==> src/rtl/uart_pkg.sv <==
`default_nettype none
// ============================================================================
// Module      : uart_pkg
// Description : Shared UART definitions: receiver FSM state encoding and the
//               default bit divider and frame width. The transmitter uses the
//               same defaults.
// Revision    : 1.0 - initial release
// ============================================================================
package uart_pkg;

  // Receiver FSM state encoding
  typedef enum logic [1:0] {
    S_IDLE  = 2'd0,
    S_START = 2'd1,
    S_DATA  = 2'd2,
    S_STOP  = 2'd3
  } uart_state_t;

  // Clock cycles per bit minus one (434 -> 115200 baud at 50 MHz)
  localparam logic [15:0] UART_DIV_DEFAULT      = 16'd434;
  // Data bits per frame (5..8)
  localparam logic [3:0]  UART_DATA_BIT_DEFAULT = 4'd8;

endpackage : uart_pkg
`default_nettype wire

==> src/rtl/sync_2ff.sv <==
`default_nettype none
// ============================================================================
// Module      : sync_2ff
// Description : Generic two-flop synchronizer for a single-bit asynchronous
//               input. Both flops reset to RESET_VAL.
// Ports       : clk   - destination clock
//               rst_n - asynchronous active-low reset
//               d     - asynchronous input
//               q     - synchronized output
// Revision    : 1.0 - initial release
// ============================================================================
module sync_2ff #(
  parameter logic RESET_VAL = 1'b1
) (
  input  logic clk,
  input  logic rst_n,
  input  logic d,
  output logic q
);

  logic meta;

  always_ff @(posedge clk or negedge rst_n) begin
    if (!rst_n) begin
      meta <= RESET_VAL;
      q    <= RESET_VAL;
    end else begin
      meta <= d;
      q    <= meta;
    end
  end

endmodule : sync_2ff
`default_nettype wire

==> src/rtl/uart_rx.sv <==
`default_nettype none
// ============================================================================
// Module      : uart_rx
// Description : UART receiver. Synchronizes the serial line, detects the
//               start bit, samples p_DATA_BIT data bits LSB-first at mid-bit,
//               checks the stop bit and emits the word on a one-cycle strobe.
// Ports       : i_local_clk - system clock
//               i_rst_n     - asynchronous active-low reset
//               i_uart_rxd  - serial line (asynchronous, idle high)
//               o_data      - last good word, held until the next good frame
//               o_valid     - one-cycle pulse, o_data updated
//               o_frame_err - one-cycle pulse, stop bit sampled low
//               o_busy      - high whenever the FSM is not idle
// Revision    : 1.0 - initial release
// ============================================================================
module uart_rx
  import uart_pkg::*;
#(
  parameter logic [15:0] p_DIV      = UART_DIV_DEFAULT,
  parameter logic [3:0]  p_DATA_BIT = UART_DATA_BIT_DEFAULT
) (
  input  logic                  i_local_clk,
  input  logic                  i_rst_n,
  input  logic                  i_uart_rxd,
  output logic [p_DATA_BIT-1:0] o_data,
  output logic                  o_valid,
  output logic                  o_frame_err,
  output logic                  o_busy
);

  localparam logic [15:0] c_HALF_DIV = p_DIV >> 1;
  localparam logic [3:0]  c_LAST_BIT = p_DATA_BIT - 4'd1;

  logic                  rxd_s;
  logic                  rxd_s_d;
  logic                  fall;
  uart_state_t           state;
  logic [15:0]           r_div_cnt;
  logic [3:0]            r_bit_cnt;
  logic [p_DATA_BIT-1:0] r_shift;

  sync_2ff #(
    .RESET_VAL (1'b1)
  ) u_sync (
    .clk   (i_local_clk),
    .rst_n (i_rst_n),
    .d     (i_uart_rxd),
    .q     (rxd_s)
  );

  // Extra stage used only for falling-edge detection
  always_ff @(posedge i_local_clk or negedge i_rst_n) begin
    if (!i_rst_n) rxd_s_d <= 1'b1;
    else          rxd_s_d <= rxd_s;
  end

  assign fall = rxd_s_d & ~rxd_s;

  always_ff @(posedge i_local_clk or negedge i_rst_n) begin
    if (!i_rst_n) begin
      state       <= S_IDLE;
      r_div_cnt   <= '0;
      r_bit_cnt   <= '0;
      r_shift     <= '0;
      o_data      <= '0;
      o_valid     <= 1'b0;
      o_frame_err <= 1'b0;
      o_busy      <= 1'b0;
    end else begin
      o_valid     <= 1'b0;
      o_frame_err <= 1'b0;

      // Free-running bit timer; every state change below overrides it to 0
      if (r_div_cnt == p_DIV) r_div_cnt <= '0;
      else                    r_div_cnt <= r_div_cnt + 16'd1;

      case (state)
        S_IDLE: begin
          if (fall) begin
            state     <= S_START;
            r_div_cnt <= '0;
            o_busy    <= 1'b1;
          end
        end

        S_START: begin
          // Re-check the line at mid start bit to reject glitches; restarting
          // the timer here puts every later sample at mid-bit.
          if (r_div_cnt == c_HALF_DIV) begin
            r_div_cnt <= '0;
            if (rxd_s) begin
              state  <= S_IDLE;
              o_busy <= 1'b0;
            end else begin
              state     <= S_DATA;
              r_bit_cnt <= '0;
            end
          end
        end

        S_DATA: begin
          if (r_div_cnt == p_DIV) begin
            // LSB arrives first, so shift in from the MSB side
            r_shift   <= {rxd_s, r_shift[p_DATA_BIT-1:1]};
            r_bit_cnt <= r_bit_cnt + 4'd1;
            if (r_bit_cnt == c_LAST_BIT) begin
              state     <= S_STOP;
              r_div_cnt <= '0;
            end
          end
        end

        S_STOP: begin
          if (r_div_cnt == p_DIV) begin
            if (rxd_s) begin
              o_data  <= r_shift;
              o_valid <= 1'b1;
            end else begin
              o_frame_err <= 1'b1;
            end
            state     <= S_IDLE;
            r_div_cnt <= '0;
            o_busy    <= 1'b0;
          end
        end

        default: begin
          state     <= S_IDLE;
          r_div_cnt <= '0;
          o_busy    <= 1'b0;
        end
      endcase
    end
  end

endmodule : uart_rx
`default_nettype wire
==> config.mk <==
export PLATFORM = sky130hd
export DESIGN_NAME = uart_rx
export DESIGN_NICKNAME = d
export VERILOG_FILES = /design/src/rtl/uart_pkg.sv /design/src/rtl/sync_2ff.sv /design/src/rtl/uart_rx.sv
export SDC_FILE = /design/constraint.sdc
export NUM_CORES = 1
export LEC_CHECK = 0
export BUFFER_PORTS_ARGS = -buffer_cell sky130_fd_sc_hd__buf_2
export CAP_MARGIN = 20
export CORE_AREA = 2 2 54 81
export CTS_BUF_LIST = sky130_fd_sc_hd__clkbuf_8
export DETAILED_ROUTE_END_ITERATION = 8
export DIE_AREA = 0 0 56 83
export PLACE_DENSITY = 0.71
export SLEW_MARGIN = 30
export SYNTH_ARGS = -nofsm -noshare
export SYNTH_HDL_FRONTEND = slang
export SYNTH_SLANG_ARGS = --single-unit
==> constraint.sdc <==
create_clock -name i_local_clk -period 2.56 [get_ports i_local_clk]
set_input_delay 0.128 -clock i_local_clk [delete_from_list [all_inputs] [get_ports i_local_clk]]
set_output_delay 0.128 -clock i_local_clk [all_outputs]
set_load 0.01 [all_outputs]
=== Word level (Yosys, flattened, before mapping) ===
Index checks and enable logic that the tools add are counted.

* Eq/ne operators: 13
* $add $sub $neg: 2
* Bitwise operators: 2
* Reduce and logical (&&, ||, !) cells: 8
* Mux-type cells: 29

{| class="wikitable"
|+ Operator list
! kind !! count
|-
| 2-to-1 mux 16 bit || 6
|-
| one-hot mux 16 bit (4 select lines) || 1
|-
| adder 16 x 1 -> 16 bit, second input constant || 1
|-
| equality test 16 x 8 -> 1 bit, second input constant || 1
|-
| equality test 16 x 9 -> 1 bit, second input constant || 1
|-
| 2-to-1 mux 2 bit || 6
|-
| 2-to-1 mux 4 bit || 3
|-
| != test 2 bit, second input constant || 6
|-
| 2-to-1 mux 1 bit || 10
|-
| AND reduction 5 bit || 2
|-
| one-hot mux 2 bit (4 select lines) || 1
|-
| one-hot mux 4 bit (2 select lines) || 1
|-
| adder 4 x 1 -> 4 bit, second input constant || 1
|-
| equality test 2 bit, second input constant || 2
|-
| equality test 4 x 3 -> 1 bit, second input constant || 1
|-
| AND reduction 4 bit || 1
|-
| one-hot mux 1 bit (3 select lines) || 1
|-
| AND reduction 3 bit || 1
|-
| nonzero test 3 bit || 1
|-
| equality test 2 x 1 -> 1 bit, second input constant || 1
|-
| zero test 2 bit || 1
|-
| != test 2 x 1 -> 1 bit, second input constant || 1
|-
| AND reduction 2 bit || 1
|-
| nonzero test 2 bit || 1
|-
| 2 further kinds || 2
|}

* Logic and storage cells: 65
* Register bits: 44
* Bits of input ports: 3
* Output and inout port bits: 11

=== Logic depth before layout (Yosys ltp) ===
* Depth in word-level cells: 5
* Gate-level depth with buffers: 7
* Gate-level depth less buffers: 6

=== Hierarchy ===
From an unflattened synthesis, not the netlist that was laid out.

* Cell total of the unflattened synthesis: 175
* Area total of the unflattened synthesis: 2035.7 µm²

{| class="wikitable"
|+ By module, submodules not included
! module !! area each (µm²) !! sequential area each (µm²) !! cells each !! times used
|-
| uart_rx || 1983.2 || 1052.3 || 173 || 1
|-
| sync_2ff || 52.6 || 52.6 || 2 || 1
|}

=== Least setup slack after synthesis ===
OpenSTA, ideal clock, no wires.

* Path type: register to register
* Start: register r_div_cnt[10]
* End: register r_bit_cnt[1]
* Required time: 2435 ps
* Setup time: 125 ps
* Clock period less this slack: 1800 ps
* Stages on the path, launching flop included: 5
* Data arrival time: 1676 ps
* Path buffers: 0
* Path slack: 760 ps
* Cells stage by stage: dfrtp_1 nor4_4 nand4_1 o22ai_1 mux2_2

* Word-level cells in the longest chain between the ends: 3
* Elaborated cells on any way between the ends: 5
* Classes of those cells: 4 x eq/ne; 1 x reduce/logical

{| class="wikitable"
|+ RTL lines
! item !! RTL line !! text
|-
| start: declaration || uart_rx.sv:38 || <nowiki>logic [15:0] r_div_cnt;</nowiki>
|-
| start signal: assignment || uart_rx.sv:75 || <nowiki>else r_div_cnt <= r_div_cnt + 16'd1;</nowiki>
|-
| equality test 16 x 9 -> 1 bit / equality test 16 x 8 -> 1 bit (equally long branches) || uart_rx.sv:102, uart_rx.sv:89 ||
|-
| != test 2 bit (no source line) || - ||
|-
| AND reduction 4 bit (no source line) (*) || - ||
|-
| end signal: assignment || uart_rx.sv:105 || <nowiki>r_bit_cnt <= r_bit_cnt + 4'd1;</nowiki>
|-
| end: declaration || uart_rx.sv:39 || <nowiki>logic [3:0] r_bit_cnt;</nowiki>
|}

Every way passes the cells marked *; elsewhere a longest branch is shown, timed or not.
A chain may end at the register's enable or synchronous reset.

=== Final worst setup path ===
* Start: register r_div_cnt[14]
* End: register r_bit_cnt[1]

The elaborated chain is that of the path after synthesis.

==> impl_metrics.ini <==
[outcome]
status = finished clean

[clocking]
cts_made_buffers = 5
h-tree-depth = 2
cts_buffer_depth = 2
cts_tree = yes
numClockSinks = 44
cts_setup_buffers = 0
holdBufCountCts = 2
root_buffer = clkbuf_8
clk_pin_slew_ns = 0.08
cts_resized = 0
clk_latency_ns = 0.30

[floorplan]
design.core.area_um2 = 3924
die_w_um = 56
io_pins = 14
dieArea_um2 = 4648
die_y_um = 83
core.rowCount = 28
initial_utilization_pct = 53.51

[synth]
ys_seq_area_share_pct = 52.62
synth_fa_ha_area_share_pct = 2.384
muxShareOfSynthArea_pct = 12.57
synth_top_flop_cell = dfrtp_1
syn_area_per_cell_um2 = 12.00
netlist_instances = 175
ys_seq_elements = 44
synth_top_family_by_area = simple AND/OR/NAND/NOR gates
synth_compound_area_share_pct = 5.304
synth_cell_types = 39
synth-xor-area-share_pct = 5.006
synth_edf_count = 0
yosys_warnings = 0
async_reset_ff_share_pct = 100.0
synth_fp_nets = 182
synth-simple-area-share_pct = 19.61
netlist_area_um2 = 2100

[global_route]
grt_start_max_net_pins = 45
grt_pass1_wl_um = 6589
antenna_found_initial = 0
overflow = 0
grt_util_all_layers_pct = 18.02
grt_pass1_vias = 1429

[setup_path]
crit_path_max_fanout = 8
cp_slowest_cell = dfrtp_1
crit_buf_inv = 0
critPathTopFamily = simple AND/OR/NAND/NOR gates
arrival_ns = 2.21
cp_slowest_stage_delay_ns = 0.46
crit_path_start_kind = register
crit_type = reg2reg
crit_chain = nor4_4 -> nand4_1 -> o22ai_1 -> mux2_2
endpoint_kind = register
crit_required_ns = 2.75

[sta]
fmax_mhz = 495.0
maxSlewViolCount = 0
final-hold-violation-count = 0
worstMarginPinSlew_ns = 0.6000
worst_slack_ns = 0.5399
maxSlewHeadroom_pct = 59.78
min_period_over_period_pct = 78.91
whs_ns = 0.3570
timing.final.crit_period_ns = 2.020
setup-tns-final_ns = 0
fin_worst_skew_ns = 0.003845
setup_violations = 0
rsz0062_at_grt = no

[finish]
final_layout_size_suffix_gt1_share_pct = 25.52
finalNetCount = 198
diodes = 0
area_growth_syn_to_layout_pct = 9.833
utilization_pct = 58.77
final_cell_mix = 41 x dfrtp_1, 17 x nor2_1, 12 x buf_2
final_common_cell = dfrtp_1
stdcell_count = 237
stdcell_area_um2 = 2306

[power_and_ir_drop]
seqPwrFrac_pct = 56.6
peakVddDrop_mv = 0.5028
p_leak_nw = 1.109
finalPower_mw = 1.492
p_switching_mw = 0.4557
clkPwrFrac_pct = 29.2
pwr-share-comb_pct = 14.3
switching_share_pct = 30.54
intPower_mw = 1.036
power_density_nw_per_um2 = 647.0

[placed_design]
gp_congestion = 0.8617
hpwlAfterDp_um = 2713
dp_slack_ns = 0.5923
dpl.cell_count = 227
dpl-instance-area_um2 = 2191
io_buffers = 13

[drt]
wl_met3_um = 128
ant_nets = 0
wl_met2_um = 2067
vias = 1400
wl_met1_um = 1592
drt_iter0_drc = 46
drt-pass1-iter-count = 4
wirelength_um = 3888
drcViolationCount = 0
top_layer_used = met4
drt-wirelength-per-cell_um = 16.41
via_per_inst = 5.907

[job]
maxCapViolations = 0

[worst_hold_path]
hold_class = in2async
[Yosys cell counts (all sizes together) (3+ instances only)]
| cell type | count | area [µm²] |
|---|---|---|
| dfrtp | 41 | 1026 |
| mux2 | 17 | 214.0 |
| nor2 | 17 | 63.81 |
| xor2 | 10 | 87.58 |
| nand4 | 9 | 77.57 |
| nand2 | 8 | 30.03 |
| and4 | 6 | 52.55 |
| inv | 6 | 22.52 |
| mux2i | 5 | 50.05 |
| nand3 | 5 | 25.02 |
| nor3 | 5 | 30.03 |
| and3 | 4 | 25.02 |
| clkbuf | 4 | 15.01 |
| ha | 4 | 50.05 |
| o21ai | 4 | 20.02 |
| a21oi | 3 | 15.01 |
| dfstp | 3 | 78.83 |
| o21bai | 3 | 22.52 |
[worst paths after layout]
kind                                    startpoint                        to  slack [ns]  cells past startpoint
max                        r_div_cnt[14]$_DFF_PN0_  r_bit_cnt[1]$_DFFE_PN0P_        0.54                      4
min                                        i_rst_n      state[0]$_DFFE_PN0P_        0.36                      2
max reg2reg                r_div_cnt[14]$_DFF_PN0_  r_bit_cnt[1]$_DFFE_PN0P_        0.54                      4
min reg2reg                  u_sync.meta$_DFF_PN1_        u_sync.q$_DFF_PN1_        0.36                      0
max in group asynchronous                  i_rst_n     u_sync.meta$_DFF_PN1_        1.83                      2
min in group i_local_clk     u_sync.meta$_DFF_PN1_        u_sync.q$_DFF_PN1_        0.36                      0
[routing by layer]
layer  vias up  track usage, %
met2        32           30.27
li1        654               -
met3        11           4.206
met1       703           21.04
met5         -               0
met4         0           9.307
[layout make-up]
| cell class | count | area [µm²] |
|---|---|---|
| fillers | 321 | 1618 |
| flip-flops and latches | 44 | 1105 |
| multi-input cells | 119 | 942.2 |
| repair buffers | 15 | 87.58 |
| clock buffers | 5 | 68.82 |
| well taps | 45 | 56.30 |
| clock inverters | 3 | 23.77 |
| inverters | 6 | 22.52 |
[flip-flops by register name (all words and copies together) (netlist names), named ones only]
name         cells
r_div_cnt       16
o_data           8
r_shift          8
r_bit_cnt        4
o_busy           1
o_frame_err      1
o_valid          1
rxd_s_d          1
state            1
u_sync.meta      1
u_sync.q         1
[worst reg2reg max path, delay by kind of cell, from the launching register on]
kind	cells	cell delay [ns]
AO/OA/AOI/OAI	1	0.32
flip-flops	1	0.46
multiplexers	1	0.36
AND/OR/NAND/NOR	2	0.78
[power groups by stage]
stage               clock network [mW]  registers (mW)  logic [mW]
floorplan                            0           0.829       0.159
global placement                     0           0.849       0.200
detailed placement                   0           0.855       0.208
CTS                              0.450           0.841       0.212
global route                     0.477           0.852       0.241
finish                           0.435           0.844       0.213
[cells by family after synthesis]
group / count (synthesis)
simple gates: 65
compound gates: 16
mux: 22
xor+xnor: 12
fa+ha+maj: 4
buf+inv: 12
flops: 44
Power figures use the tool's default switching activity.
